$ cat config.mk
export PLATFORM = sky130hd
export DESIGN_NAME = rtc_time_date_counter
export DESIGN_NICKNAME = d
export VERILOG_FILES = /design/src/rtl/rtc_time_date_counter_pkg.sv /design/src/rtl/rtc_time_date_counter_prescaler.sv /design/src/rtl/rtc_time_date_counter.sv
export SDC_FILE = /design/constraint.sdc
export NUM_CORES = 1
export LEC_CHECK = 0
export ABC_AREA = 1
export BUFFER_PORTS_ARGS = -buffer_cell sky130_fd_sc_hd__buf_2
export CORE_ASPECT_RATIO = 2
export CORE_UTILIZATION = 58
export DETAILED_ROUTE_END_ITERATION = 10
export PLACE_DENSITY = 0.85
export SLEW_MARGIN = 20
export SYNTH_ARGS = -nofsm -noshare
export SYNTH_HDL_FRONTEND = slang
export SYNTH_SLANG_ARGS = --single-unit
export TNS_END_PERCENT = 30
$ cat constraint.sdc
create_clock -name CLK -period 3 [get_ports CLK]
set_clock_uncertainty 0.1 [all_clocks]
set_input_delay 0.15 -clock CLK [delete_from_list [all_inputs] [get_ports CLK]]
set_output_delay 0.15 -clock CLK [all_outputs]
set_load 0.05 [all_outputs]
$ cat src/rtl/rtc_time_date_counter_pkg.sv
// Shared field layout, limits and month-length helper for the RTC
// time/date words; the display decoder uses the same positions.
package rtc_time_date_counter_pkg;

    localparam int SEC_W  = 6;
    localparam int MIN_W  = 6;
    localparam int HOUR_W = 5;
    localparam int DAY_W  = 5;
    localparam int MON_W  = 4;
    localparam int YEAR_W = 7;

    localparam int SEC_LSB  = 0;
    localparam int MIN_LSB  = 6;
    localparam int HOUR_LSB = 12;
    localparam int DAY_LSB  = 0;
    localparam int MON_LSB  = 5;
    localparam int YEAR_LSB = 9;

    localparam int TIME_W = 17;
    localparam int DATE_W = 16;

    localparam logic [HOUR_W-1:0] MAX_HOUR = 5'd23;
    localparam logic [MIN_W-1:0]  MAX_MIN  = 6'd59;
    localparam logic [SEC_W-1:0]  MAX_SEC  = 6'd59;
    localparam logic [YEAR_W-1:0] MAX_YEAR = 7'd99;
    localparam logic [MON_W-1:0]  MAX_MON  = 4'd12;

    typedef struct packed {
        logic [HOUR_W-1:0] hour;
        logic [MIN_W-1:0]  min;
        logic [SEC_W-1:0]  sec;
    } rtc_time_t;

    typedef struct packed {
        logic [YEAR_W-1:0] year;
        logic [MON_W-1:0]  month;
        logic [DAY_W-1:0]  day;
    } rtc_date_t;

    // Every year divisible by 4 is leap; 2000 counts, 2100 is out of range.
    function automatic logic [DAY_W-1:0] days_in_month(
        input logic [MON_W-1:0]  month,
        input logic [YEAR_W-1:0] year
    );
        logic [DAY_W-1:0] d;
        case (month)
            4'd2:    d = ((year & 7'd3) == 7'd0) ? 5'd29 : 5'd28;
            4'd4,
            4'd6,
            4'd9,
            4'd11:   d = 5'd30;
            default: d = 5'd31;
        endcase
        return d;
    endfunction

endpackage

$ cat src/rtl/rtc_time_date_counter_prescaler.sv
// Divides the system clock down to a one-cycle tick every CLK_HZ cycles
// of IN_RUN; IN_CLR restarts the second.
module rtc_prescaler #(
    parameter int CLK_HZ = 1000
) (
    input  logic CLK,
    input  logic RESETN,
    input  logic IN_RUN,
    input  logic IN_CLR,
    output logic TICK
);

    localparam int CNT_W = (CLK_HZ > 1) ? $clog2(CLK_HZ) : 1;
    localparam logic [CNT_W-1:0] TERM = CNT_W'(CLK_HZ - 1);

    logic [CNT_W-1:0] cnt_q;
    logic [CNT_W-1:0] cnt_d;

    assign TICK = IN_RUN && (cnt_q == TERM);

    always_comb begin
        cnt_d = cnt_q;
        if (IN_CLR) begin
            cnt_d = '0;
        end else if (TICK) begin
            cnt_d = '0;
        end else if (IN_RUN) begin
            cnt_d = cnt_q + CNT_W'(1);
        end
    end

    always_ff @(posedge CLK or negedge RESETN) begin
        if (!RESETN) begin
            cnt_q <= '0;
        end else begin
            cnt_q <= cnt_d;
        end
    end

endmodule

$ cat src/rtl/rtc_time_date_counter.sv
// Real-time clock/calendar: 1 Hz time keeping with validated time and
// date loads; years 2000-2099 stored as 0-99.
module rtc_time_date_counter
    import rtc_time_date_counter_pkg::*;
#(
    parameter int CLK_HZ   = 1000,
    parameter int RST_YEAR = 16
) (
    input  logic              CLK,
    input  logic              RESETN,
    input  logic              IN_RUN,
    input  logic              IN_SET_TIME,
    input  logic [TIME_W-1:0] IN_TIME_VAL,
    input  logic              IN_SET_DATE,
    input  logic [DATE_W-1:0] IN_DATE_VAL,
    output logic [TIME_W-1:0] OUT_TIME,
    output logic [DATE_W-1:0] OUT_DATE,
    output logic              OUT_SEC_TICK,
    output logic              OUT_SET_ERR
);

    rtc_time_t time_q, time_d, set_t;
    rtc_date_t date_q, date_d, set_d;
    logic      tick_q, tick_d;
    logic      err_q, err_d;

    logic tick, tick_eff;
    logic time_ok, date_ok;
    logic time_ld, date_ld;
    logic sec_wrap, min_wrap, hour_wrap;
    logic day_wrap, mon_wrap, year_wrap;

    assign set_t.hour  = IN_TIME_VAL[HOUR_LSB +: HOUR_W];
    assign set_t.min   = IN_TIME_VAL[MIN_LSB  +: MIN_W];
    assign set_t.sec   = IN_TIME_VAL[SEC_LSB  +: SEC_W];
    assign set_d.year  = IN_DATE_VAL[YEAR_LSB +: YEAR_W];
    assign set_d.month = IN_DATE_VAL[MON_LSB  +: MON_W];
    assign set_d.day   = IN_DATE_VAL[DAY_LSB  +: DAY_W];

    assign time_ok = (set_t.hour <= MAX_HOUR)
                  && (set_t.min  <= MAX_MIN)
                  && (set_t.sec  <= MAX_SEC);

    assign date_ok = (set_d.year  <= MAX_YEAR)
                  && (set_d.month >= 4'd1)
                  && (set_d.month <= MAX_MON)
                  && (set_d.day   >= 5'd1)
                  && (set_d.day   <= days_in_month(set_d.month, set_d.year));

    assign time_ld = IN_SET_TIME && time_ok;
    assign date_ld = IN_SET_DATE && date_ok;

    // A valid time load restarts the second and swallows a coincident tick.
    rtc_prescaler #(
        .CLK_HZ (CLK_HZ)
    ) u_prescaler (
        .CLK    (CLK),
        .RESETN (RESETN),
        .IN_RUN (IN_RUN),
        .IN_CLR (time_ld),
        .TICK   (tick)
    );

    assign tick_eff  = tick && !time_ld;
    assign sec_wrap  = (time_q.sec  == MAX_SEC);
    assign min_wrap  = (time_q.min  == MAX_MIN);
    assign hour_wrap = (time_q.hour == MAX_HOUR);
    assign day_wrap  = (date_q.day == days_in_month(date_q.month, date_q.year));
    assign mon_wrap  = (date_q.month == MAX_MON);
    assign year_wrap = (date_q.year  == MAX_YEAR);

    always_comb begin
        time_d = time_q;
        date_d = date_q;
        if (tick_eff) begin
            time_d.sec = sec_wrap ? '0 : time_q.sec + 6'd1;
            if (sec_wrap) begin
                time_d.min = min_wrap ? '0 : time_q.min + 6'd1;
                if (min_wrap) begin
                    time_d.hour = hour_wrap ? '0 : time_q.hour + 5'd1;
                    if (hour_wrap) begin
                        date_d.day = day_wrap ? 5'd1 : date_q.day + 5'd1;
                        if (day_wrap) begin
                            date_d.month = mon_wrap ? 4'd1 : date_q.month + 4'd1;
                            if (mon_wrap) begin
                                date_d.year = year_wrap ? '0 : date_q.year + 7'd1;
                            end
                        end
                    end
                end
            end
        end
        if (time_ld) begin
            time_d = set_t;
        end
        if (date_ld) begin
            date_d = set_d;
        end
    end

    always_comb begin
        tick_d = tick_eff;
        err_d  = (IN_SET_TIME && !time_ok) || (IN_SET_DATE && !date_ok);
    end

    always_ff @(posedge CLK or negedge RESETN) begin
        if (!RESETN) begin
            time_q       <= '0;
            date_q.year  <= YEAR_W'(RST_YEAR);
            date_q.month <= 4'd1;
            date_q.day   <= 5'd1;
            tick_q       <= 1'b0;
            err_q        <= 1'b0;
        end else begin
            time_q <= time_d;
            date_q <= date_d;
            tick_q <= tick_d;
            err_q  <= err_d;
        end
    end

    assign OUT_TIME     = time_q;
    assign OUT_DATE     = date_q;
    assign OUT_SEC_TICK = tick_q;
    assign OUT_SET_ERR  = err_q;

endmodule

==> results of run 1 <==
[synthesized netlist by cell type (all sizes together)]
| master | count | area (um^2) |
|---|---|---|
| a22oi | 1 | 7.510 |
| a22o | 1 | 8.760 |
| o211ai | 3 | 22.52 |
| a21oi | 10 | 50.05 |
| nor3 | 4 | 31.28 |
| nand3b | 1 | 7.510 |
| nand4 | 24 | 180.2 |
| buf | 8 | 48.80 |
| a21boi | 1 | 7.510 |
| o211a | 1 | 10.01 |
| clkinv | 2 | 7.510 |
| or2 | 4 | 25.02 |
| ha | 13 | 162.7 |
| o21a | 1 | 7.510 |
| dfstp | 3 | 78.83 |
| clkbuf | 1 | 3.750 |
| o21ai | 37 | 203.9 |
| nand2 | 147 | 576.8 |
| xnor2 | 4 | 35.03 |
| nand3 | 44 | 240.2 |
| nor2 | 38 | 161.4 |
| xor2 | 15 | 131.4 |
| inv | 57 | 216.5 |
| dfrtp | 42 | 1051 |
[final timing paths]
check / slack [ns] / end / cells after the start
max: 0.62 / OUT_DATE[14] / 16
min: 0.02 / OUT_TIME[2] / 3
max reg2reg: 0.65 / OUT_DATE[14] / 10
min reg2reg: 0.42 / OUT_TIME[16] / 2
max in group asynchronous: 2.13 / OUT_TIME[11] / 2
min in group asynchronous: 0.27 / u_prescaler.cnt_q[2] / 2
[metrics by stage]
step	hold slack [ns]	power (mW)	cells	setup slack [ns]
3_3_place_gp	0.2679	2.507	585	0.4859
4_1_cts	0.01594	2.910	598	0.6330
2_1_floorplan	-0.2456	2.160	462	0.9158
6_report	0.01832	2.909	598	0.6170
3_5_place_dp	0.2721	2.537	585	0.3165
5_1_grt	0.03133	3.111	598	0.3015
[area by class of cell]
type                    count  area (um^2)
clock inverters             2        10.01
inverters                  59        224.0
multi-input cells         349         1869
clock buffers               6        72.57
repair buffers             77        412.9
flip-flops and latches     45         1130
well taps                  60        75.07
fillers                   495         1627
[where the power goes]
part	switching, mW	internal [mW]
sequential	0.249	0.780
clock	0.209	0.162
combinational	1.08	0.433
total	1.53	1.38
[kinds of logic after synthesis]
| kind of cell | after synthesis | share of synthesized area [%] |
|---|---|---|
| buffers and inverters | 68 | 8.442 |
| DFF | 45 | 34.49 |
| AOI/OAI and AO/OA | 55 | 9.702 |
| and+or+nand+nor | 262 | 37.32 |
| xor gates and xnor gates | 19 | 5.080 |
| adders and majority gates | 13 | 4.966 |
[sequential cells by signal (all words and copies together), names as in the netlist]
register / count
OUT_TIME: 17
OUT_SEC_TICK: 1
u_prescaler.cnt_q: 10
OUT_SET_ERR: 1
OUT_DATE: 16
[metal layers]
layer | part of all wire (%) | vias to the layer above
met5 | 0 | -
met1 | 38 | 1527
met3 | 3.6 | 26
li1 | - | 1653
met4 | 3.8 | 0
met2 | 55 | 92
[cells in the final DEF, fill, tap and decap left out, types with 4 or more instances in the layout]
cell type,instances
or2_2,4
nand4_1,22
buf_2,71
ha_1,13
inv_2,7
clkbuf_8,5
a21oi_1,10
nand3_2,4
o21ai_0,29
o21ai_2,5
nand3_1,40
dlygate4sd3_1,5
xor2_1,15
dfrtp_1,42
nand2_1,141
inv_1,49
nand2_2,4
nor2_1,36
xnor2_1,4
[critical path: stages]
cell	delay (ns)
buf_2	0.12
inv_1	0.09
nand2_1	0.08
nor3_1	0.19
o21ai_0	0.12
o211a_1	0.12
ha_1	0.27
nand2_1	0.06
inv_1	0.05
nor2_1	0.04
nand2_1	0.09
nand4_4	0.24
nand2_1	0.43
nand3_2	0.23
nand2_1	0.13
nand2_1	0.06
==> impl_results.md, run 1 <==
* Status: completed
* IR Drop Worst-Case VDD at 860.9 uV
* Critical Path Source Type: input port
* WL/cell at 13.02 um
* WS Path Type: input port to flip-flop
* Final wirelength at about 8000 um
* Setup-failing EPs final at 0
* GR Util met1 at 27.46%
* Clock Sinks at 45
* Worst skew pair latency at approximately 0.30 ns
* Clock transition at path regs at ~0.080 ns
* Vias at around 3,300
* Final period util at between 70% and 80%
* Layout cells sized above 1 at a little over a fifth
* Initial antenna violation count at 0
* Die width at around 55 um
* Class of the worst hold path: input port to flip-flop
* MaxCap Viol Count at 0
* Root buffer cell: clkbuf_8
* GRT met3 Usage at under 10%
* Post-DP HPWL at between 6000 and 7000 um
* Slew Limit Fails at 0
* GR Util All Layers at between 20% and 30%
* Least-Margin Pin Slew at about 0.57 ns
* Global routing usage on met2 at 53.96%
* # rows at 38
* Crit path launch: IN_DATE_VAL[5]
* Synthesized net count at ~510
* Congestion Overflow GR at 0
* Num ports at 73
* Drt first-iter violations at 94
* Synth unique cells at 37
* Num CTS Buffers at 5
* Max-slew headroom at the worst pin at between 60% and 70%
* Synthesized instance count at roughly 460
* Fin util at about 70%
* Crit Path Max Fanout at 16
* Synthesized flop and latch total at between 40 and 50
* Final net count at just under 600
* Port bufs at just over 70
* First drt pass iteration count at 4
* Power Dens Cells at 766.8 nW/um^2
* Launch point of the worst hold path: IN_TIME_VAL[2]
* DRC at 0
* Drt via density at about 5.5
* RSZ-0062 raised after global routing: no
* Hold-fix buffers, CTS at 5
* Crit end category: flip-flop
* Die Y at 108.3 um
* Clk buf depth at 2
* Maximum clock rate at 419.6 MHz
* Detail Route Antenna Nets at 0
* Die Footprint at around 6000 um^2
* Synth Cell Area at about 3300 um^2
* Synth-to-layout area growth at 15.81%
* Antenna diodes at 0
* Worst path arrival time at ~2.5 ns
* Post-DP Area at 3659 um^2
* Initial Util at between 60% and 70%
* Leak at roughly 2.1 nW
* GPL Wtd Cong at between 0.8 and 0.9
* Core Region at 5420 um^2
* Yosys warning total at 0
* Vias in the first global route at roughly 3,200
* Post-cts sizing count at 0
* Setup TNS at 0 ns
* TritonCTS clock tree: done
* First-pass GRT wire length at between 10,000 and 15,000 um
* WP data required at 3.09 ns
* Final hold vios at 0
* Postcts setup bufs at 0
* Seq/Total Area, Yosys at about a third
* Avg Cell Area, Syn at 7.090 um^2
* Final Instance Area at between 3000 and 4000 um^2
* Top Usage Layer GRT: met2
* Reg-to-Reg Start: OUT_DATE[5]
* Final Critical Period at between 2 and 2.5 ns
* H-tree levels at 2
* Largest net degree at the start of global routing at 46
(Power assumes the default switching activity.)
==> run 2: changes to the inputs <==
--- a/config.mk
+++ b/config.mk
@@ -5,12 +5,12 @@
 export SDC_FILE = /design/constraint.sdc
 export NUM_CORES = 1
 export LEC_CHECK = 0
-export ABC_AREA = 1
+export ABC_AREA = 0
 export BUFFER_PORTS_ARGS = -buffer_cell sky130_fd_sc_hd__buf_2
 export CORE_ASPECT_RATIO = 2
-export CORE_UTILIZATION = 58
+export CORE_UTILIZATION = 49
 export DETAILED_ROUTE_END_ITERATION = 10
-export PLACE_DENSITY = 0.85
+export PLACE_DENSITY = 0.77
 export SLEW_MARGIN = 20
 export SYNTH_ARGS = -nofsm -noshare
 export SYNTH_HDL_FRONTEND = slang
==> constraint.sdc (replaced) <==
create_clock -name CLK -period 2 [get_ports CLK]
set_clock_uncertainty 0.1 [all_clocks]
set_input_delay 0.1 -clock CLK [delete_from_list [all_inputs] [get_ports CLK]]
set_output_delay 0.1 -clock CLK [all_outputs]
set_load 0.05 [all_outputs]
==> run 2 against run 1 <==
Net effect: the flow now finishes with violations (DRC, setup timing); area after synthesis down 7.6%; via count up 4.9%; combinational power up 6%; die area up 9.2%; synthesized cell count down 24%; clock power up 140%; core utilization up 8.1 points; global-route usage up 4.7 points; largest cell class unchanged.
==> impl_results.md, run 2 <==
* Synthesized instance count at 349 (-24%)
* Max-slew headroom at the worst pin at 59.17% (-3.1 points)
* Final period util at 122.5%
* Clk buf depth at 2 (unchanged)
* Congestion Overflow GR at 0 (unchanged)
* Reg-to-Reg End: OUT_DATE[8]
* Port bufs at 72 (unchanged)
* GR Util All Layers at 33.26% (+4.7 points)
* Final hold vios at 0 (unchanged)
* # rows at 40 (+5.3%)
* Most frequent cell after synthesis: nand2_1
* Power Dens Cells at 788.4 nW/um^2 (+2.8%)
* CP max stage delay at 0.67 ns (+0.24 ns)
* Synth Cell Area at 3028 um^2 (-7.6%)
* RSZ-0062 raised after global routing: yes
* Ys async rst share at 100.0% (unchanged)
* First-pass GRT wire length at 16,480 um (+30%)
* Clock Sinks at 45 (unchanged)
* Footprint of the multi-input gates at 2013 um^2 (+7.7%)
* Num CTS Buffers at 5 (unchanged)
* Core Region at 6006 um^2 (+11%)
* Cell count after placement at 547 (-6.5%)
* WL/cell at 17.89 um (+37%)
* Synth unique cells at 60 (+62%)
* Layout cells sized above 1 at 41.65% (+20 points)
* Clock transition at path regs at 0.07 ns (about the same)
* Commonest non-fill, non-tap cell in the layout: buf_4
* Yosys warning total at 0 (unchanged)
* Reg-to-Reg Start: OUT_DATE[5]
* Post-route insts no fill at 584 (-2.3%)
* Ys flop type: dfrtp_1
* Post-DP Area at 4098 um^2 (+12%)
* TritonCTS clock tree: done
* First drt pass iteration count at 11 (+7)
* Crit end category: flip-flop
* GPL Wtd Cong at 0.8477 (-1.1%)
* DRC at 4 (+4)
* Antenna diodes at 0 (unchanged)
* Least-Margin Pin Slew at 0.6125 ns (+0.04675 ns)
* Worst path arrival time at 2.57 ns (+0.10 ns)
* Avg Cell Area, Syn at 8.676 um^2 (+22%)
* Register area at 1150 um^2 (+1.8%)
* Worst reg2reg path depth at 7 (-3)
* Die Footprint at 6517 um^2 (+9.2%)
* Slew Limit Fails at 0 (unchanged)
* Vias in the first global route at 3,587 (+12%)
* Synth top area share at 34.71% (+2.6 points)
* Die Y at 113.2 um (+4.5%)
* Synthesized net count at 400 (-22%)
* Final net count at 571 (-2.9%)
* Worst Setup EP: OUT_DATE[8]
* Commonest non-fill, non-tap cells in the layout: 75 x buf_4, 72 x buf_2, 42 x nand2_1, 31 x nor2_1
* WP data required at 2.12 ns (-0.97 ns)
* MaxCap Viol Count at 0 (unchanged)
* Fin util at 78.10% (+8.1 points)
* Num ports at 73 (unchanged)
* Initial Util at 50.42% (-10 points)
* Synth cell count leaders: 43 x nand2_1, 42 x dfrtp_1, 33 x nor2_1, 31 x o21ai_0, 21 x nand3_1
* Critical-path cell list: ha_1 -> o21ai_2 -> o22ai_4 -> a211oi_4 -> or3_4 -> or4_1 -> a31oi_1
* Final wirelength at 10,450 um (+34%)
* Met3 routed WL at 413 um (+49%)
* Max FFs per register at 17 (unchanged)
* Uppermost routed layer: met4
* Synth area leader: dfrtp_1
* Fillers at 423 (-15%)
* Met2 Wirelength at 5939 um (+39%)
* Crit path launch: OUT_DATE[5]
* Initial antenna violation count at 0 (unchanged)
* Drt first-iter violations at 195 (+110%)
* Final Instance Area at 4691 um^2 (+24%)
* Reg2reg setup slack at -0.45 ns (-1.10 ns)
* Final Critical Period at about 2.5 ns
* Slowest CP cell: dfstp_4
* Largest net degree at the start of global routing at 46 (unchanged)
* Status: complete, but fails checks
* Class of the worst hold path: input port to flip-flop
* Synth-to-layout area growth at 54.92%
* Detail Route Antenna Nets at 0 (unchanged)
* Post-DP HPWL at 7006 um (+14%)
* Drt via density at 5.926 (+7.5%)
* Fin worst setup slack at -0.4500 ns (-1.067 ns)
* Vias at 3,461 (+4.9%)
* Critical Path Source Type: flip-flop
* Maximum clock rate at 408.2 MHz
* Die width at 57.59 um (+4.4%)
* Setup-failing EPs final at 16 (+16)
* Seq/Total Area, Yosys at 37.31% (+2.8 points)
* Failing checks: DRC, setup timing
* Crit Path Max Fanout at 4 (-12)
* Worst skew pair latency at 0.30 ns (about the same)
* Synthesized flop and latch total at 45 (unchanged)
* Root buffer cell: clkbuf_16
* H-tree levels at 2 (unchanged)
* Leak at 2.101 nW (+0.89%)
* IR Drop Worst-Case VDD at 866.2 uV (+0.62%)
* WS Path Type: flip-flop to flip-flop
* Wl on met1 at 3637 um (+24%)
* Total Power at 3.698 mW (+27%)
* Top post-synthesis cells by area: dfrtp_1 35%, ha_1 5.4%, nand2_1 5.3%, o21ai_0 5.1%, mux2i_1 4.3%
* EDFF count, synth at 0 (unchanged)
## run 2: layout make-up
cell class / instances / area share, %
Clock buffer: 7 / 3.254
Clock inverter: 1 / 0.1067
Inverter: 11 / 0.9869
Multi-Input combinational cell: 279 / 42.92
Sequential cell: 45 / 24.51
Tap cell: 63 / 1.680
Timing Repair Buffer: 178 / 26.54
## run 2: critical path: cells and delay by family (launching register included)
family	cells	cell delay [ns]
AOI/OAI and AO/OA	4	0.62
adders and majority gates	1	0.19
DFF	1	0.67
and+or+nand+nor	2	0.78
## run 2: how the worst min path moves through the flow
| stage | endpoint | startpoint | cells after the start |
|---|---|---|---|
| final | OUT_DATE[10] | IN_DATE_VAL[10] | 4 |
| after detailed placement | OUT_DATE[4] | RESETN | 2 |
| after floorplan | OUT_DATE[10] | RESETN | 0 |
| after global routing | OUT_DATE[10] | IN_DATE_VAL[10] | 4 |
| after global placement | OUT_DATE[4] | RESETN | 2 |
| after CTS | OUT_DATE[10] | IN_DATE_VAL[10] | 4 |
## run 2: metal layers
| metal | vias to the layer above | track usage, % |
|---|---|---|
| met5 | - | 0 |
| li1 | 1629 | - |
| met2 | 121 | 61.94 |
| met1 | 1671 | 31.49 |
| met3 | 40 | 6.286 |
| met4 | 0 | 21.79 |
## run 2: power breakdown
group          switching, mW  leakage, nW  internal, mW  total (mW)
registers              0.146        0.532          1.05        1.19
clock network          0.378       0.0799         0.530       0.908
logic                  0.985         1.49         0.614        1.60
total                   1.51         2.10          2.19        3.70
## run 2: stage by stage
step | setup slack (ns) | setup TNS (ns) | hold slack [ns]
5_1_grt | -0.4903 | -6.541 | 0.03844
2_1_floorplan | -0.4866 | -4.805 | -0.2956
6_report | -0.4500 | -5.450 | 0.008126
3_3_place_gp | -0.3708 | -5.616 | 0.1244
3_5_place_dp | -0.4029 | -6.314 | 0.1299
4_1_cts | -0.4087 | -4.657 | 0.009496
## run 2: what timing repair did
item / in CTS / in global routing
hold endpoints to repair: 69 / 0
pin swaps: 3 / 6
setup endpoints to repair: 20 / 27
resized for setup: 11 / 24
setup buffers: 0 / 0
hold buffers: 29 / 0
## run 2: kinds of logic after synthesis
family | share of synthesized area (%)
and+or+nand+nor | 26.82
AOI/OAI and AO/OA | 18.93
DFF | 37.31
buffers and inverters | 3.636
muxes | 5.041
adders and majority gates | 5.372
xor gates and xnor gates | 2.893
==> run 3: changes to the inputs <==
--- a/config.mk
+++ b/config.mk
@@ -5,13 +5,13 @@
 export SDC_FILE = /design/constraint.sdc
 export NUM_CORES = 1
 export LEC_CHECK = 0
-export ABC_AREA = 0
+export ABC_AREA = 1
 export BUFFER_PORTS_ARGS = -buffer_cell sky130_fd_sc_hd__buf_2
 export CORE_ASPECT_RATIO = 2
-export CORE_UTILIZATION = 49
+export CORE_UTILIZATION = 50
 export DETAILED_ROUTE_END_ITERATION = 10
 export PLACE_DENSITY = 0.77
-export SLEW_MARGIN = 20
+export SLEW_MARGIN = 10
 export SYNTH_ARGS = -nofsm -noshare
 export SYNTH_HDL_FRONTEND = slang
 export SYNTH_SLANG_ARGS = --single-unit
==> constraint.sdc (replaced) <==
create_clock -name CLK -period 2 [get_ports CLK]
set_clock_uncertainty 0.1 [all_clocks]
set_input_delay 0.1 -clock CLK [delete_from_list [all_inputs] [get_ports CLK]]
set_output_delay 0.1 -clock CLK [all_outputs]
set_load 0.02 [all_outputs]
==> run 3 against run 2 <==
Net effect: the flow now finishes without violations; first-iteration DRC count is 0.51% higher; setup slack better by 0.55 ns; worst hold slack improved by 0.0054 ns; global-route usage fell by 6.7 points; final cell count increased by 13%; sequential power grew 25%; non-clock buffer count decreased by 67; design area decreased by 8.4%; count of clock-buffer cells in the layout did not move; core utilization is 10 points lower; critical path type unchanged; critical endpoint is now OUT_TIME[8]; highest routed layer unchanged.
==> impl_results.md, run 3 (synthesis gave the netlist of run 1 again) <==
* Final Critical Period at 1.898 ns (-0.5524 ns)
* Commonest non-fill, non-tap cell in the layout: nand2_1
* H-tree levels at 2 (unchanged)
* WL/cell at 13.17 um (-26%)
* Post-DP HPWL at 6681 um (-4.6%)
* Setup-failing EPs final at 0 (-16)
* Antenna diodes at 0 (unchanged)
* Class of the worst hold path: input port to flip-flop
* Maximum clock rate at 527.0 MHz (+29%)
* Max-slew headroom at the worst pin at 60.81% (+1.6 points)
* # rows at 41 (+2.5%)
* Vias in the first global route at 3,289 (-8.3%)
* Initial Util at 51.91% (+1.5 points)
* Die Footprint at 6899 um^2 (+5.9%)
* CP max stage delay at 0.44 ns (-0.23 ns)
* Drt first-iter violations at 196 (+0.51%)
* Slowest CP cell: dfrtp_1
* Num CTS Buffers at 5 (unchanged)
* Congestion Overflow GR at 0 (unchanged)
* Reg2reg setup slack at 0.10 ns (+0.55 ns)
* Clock Sinks at 45 (unchanged)
* Post-DP Area at 3929 um^2 (-4.1%)
* First-pass GRT wire length at 13,820 um (-16%)
* Clock transition at path regs at 0.06 ns (about the same)
* Die Y at 116.5 um (+2.9%)
* DRC at 0 (-4)
* Vias at 3,415 (-1.3%)
* Least-Margin Pin Slew at 0.5878 ns (-0.02466 ns)
* Worst path arrival time at 2.00 ns (-0.57 ns)
* Commonest non-fill, non-tap cells in the layout: 135 x nand2_1, 72 x buf_2, 46 x inv_1, 42 x dfrtp_1, 39 x nand3_1
* RSZ-0062 raised after global routing: yes
* GR Util All Layers at 26.57% (-6.7 points)
* Worst skew pair latency at 0.29 ns (about the same)
* Final wirelength at 8664 um (-17%)
* GPL Wtd Cong at 0.9058 (+6.9%)
* IR Drop Worst-Case VDD at 614.8 uV (-29%)
* Leak at 2.293 nW (+9.1%)
* Setup TNS at 0 ns (+5.450 ns)
* Layout cells sized above 1 at 28.50% (-13 points)
* Initial antenna violation count at 0 (unchanged)
* Final net count at 622 (+8.9%)
* Crit path buffers/inverters at 4 (+4)
* Die width at 59.24 um (+2.9%)
* WS Path Type: flip-flop to flip-flop
* Total Power at 4.386 mW (+19%)
* MaxCap Viol Count at 0 (unchanged)
* Largest net degree at the start of global routing at 24 (-48%)
* Slew Limit Fails at 0 (unchanged)
* Clk buf depth at 2 (unchanged)
* Power Dens Cells at 1020 nW/um^2 (+29%)
* Hold Crit Depth at 3 (-1)
* Fin util at 68.11% (-10 points)
* Detail Route Antenna Nets at 0 (unchanged)
* First drt pass iteration count at 4 (-7)
* Port bufs at 72 (unchanged)
* Crit Path Max Fanout at 7 (+3)
* Num ports at 73 (unchanged)
* CP top delay family: simple AND/OR/NAND/NOR gates
* Final period util at 94.88% (-28 points)
* Max FFs per register at 17 (unchanged)
* Crit end category: flip-flop
* WP data required at 2.11 ns (about the same)
* TritonCTS clock tree: done
* Drt via density at 5.190 (-12%)
* Status: completed
* Synth-to-layout area growth at 31.21%
* Critical path depth at 12 (+5)
* Final hold vios at 0 (unchanged)
* Final Instance Area at 4298 um^2 (-8.4%)
* Worst reg2reg path depth at 12 (+5)
* Fillers at 529 (+25%)
* Core Region at 6310 um^2 (+5.1%)
* Root buffer cell: clkbuf_16
* Critical Path Source Type: flip-flop
* Critical-path cell list: ha_1 -> nand2_1 -> inv_2 -> nand2_2 -> nor3_4 -> inv_2 -> nand2_4 -> inv_4 -> nor2_8 -> buf_4 -> nand2_1 -> o21ai_0
==> run 3: routing by layer <==
layer | global-route usage (%) | vias to the layer above | wire length [um]
li1 | - | 1718 | -
met1 | 23.85 | 1591 | 3041
met2 | 52.96 | 82 | 5055
met3 | 4.208 | 24 | 276
met4 | 14.13 | 0 | 290
met5 | 0 | - | 0
==> run 3: final timing paths <==
check,from,end
max,u_prescaler.cnt_q[0],OUT_TIME[8]
min,IN_RUN,u_prescaler.cnt_q[1]
max reg2reg,u_prescaler.cnt_q[0],OUT_TIME[8]
min reg2reg,OUT_DATE[13],OUT_DATE[13]
max in group asynchronous,RESETN,OUT_DATE[13]
min in group asynchronous,RESETN,u_prescaler.cnt_q[2]
==> run 3: repair_timing <==
action                                  in CTS  in global routing
resized for setup                            1                 33
endpoints found under the setup margin      11                 27
hold endpoints to repair                    29                  0
pin swaps                                    0                  7
setup buffers                                0                  1
hold buffers                                 8                  0
==> run 3: worst register-to-register path, stage by stage, from the launching register on <==
cell	delay (ns)
dfrtp_1	0.44
ha_1	0.20
nand2_1	0.08
inv_2	0.08
nand2_2	0.06
nor3_4	0.18
inv_2	0.08
nand2_4	0.11
inv_4	0.08
nor2_8	0.11
buf_4	0.16
nand2_1	0.06
o21ai_0	0.08
==> run 3: stage by stage <==
stage               hold WS, ns  setup slack (ns)  instances
floorplan               -0.2956           0.05399        462
global placement        0.02230           -0.1216        641
detailed placement      0.02476           -0.2607        641
CTS                    0.008269           0.02114        657
global route            0.01664          -0.02142        658
finish                  0.01351            0.1024        658
==> run 3: power breakdown <==
part           leakage, nW  total, mW  switching [mW]  internal, mW
combinational         1.64       2.01            1.21         0.799
sequential           0.572       1.49           0.322          1.17
clock               0.0799      0.884           0.354         0.529
==> run 3: cell type report <==
| cell class | count | area (um^2) | share of cell area (%) |
|---|---|---|---|
| multi-input cells | 349 | 1971 | 45.85 |
| flip-flops and latches | 45 | 1130 | 26.29 |
| repair buffers | 111 | 704.4 | 16.39 |
| inverters | 59 | 227.7 | 5.298 |
| clock buffers | 7 | 152.6 | 3.552 |
| well taps | 86 | 107.6 | 2.504 |
| clock inverters | 1 | 5.005 | 0.1164 |
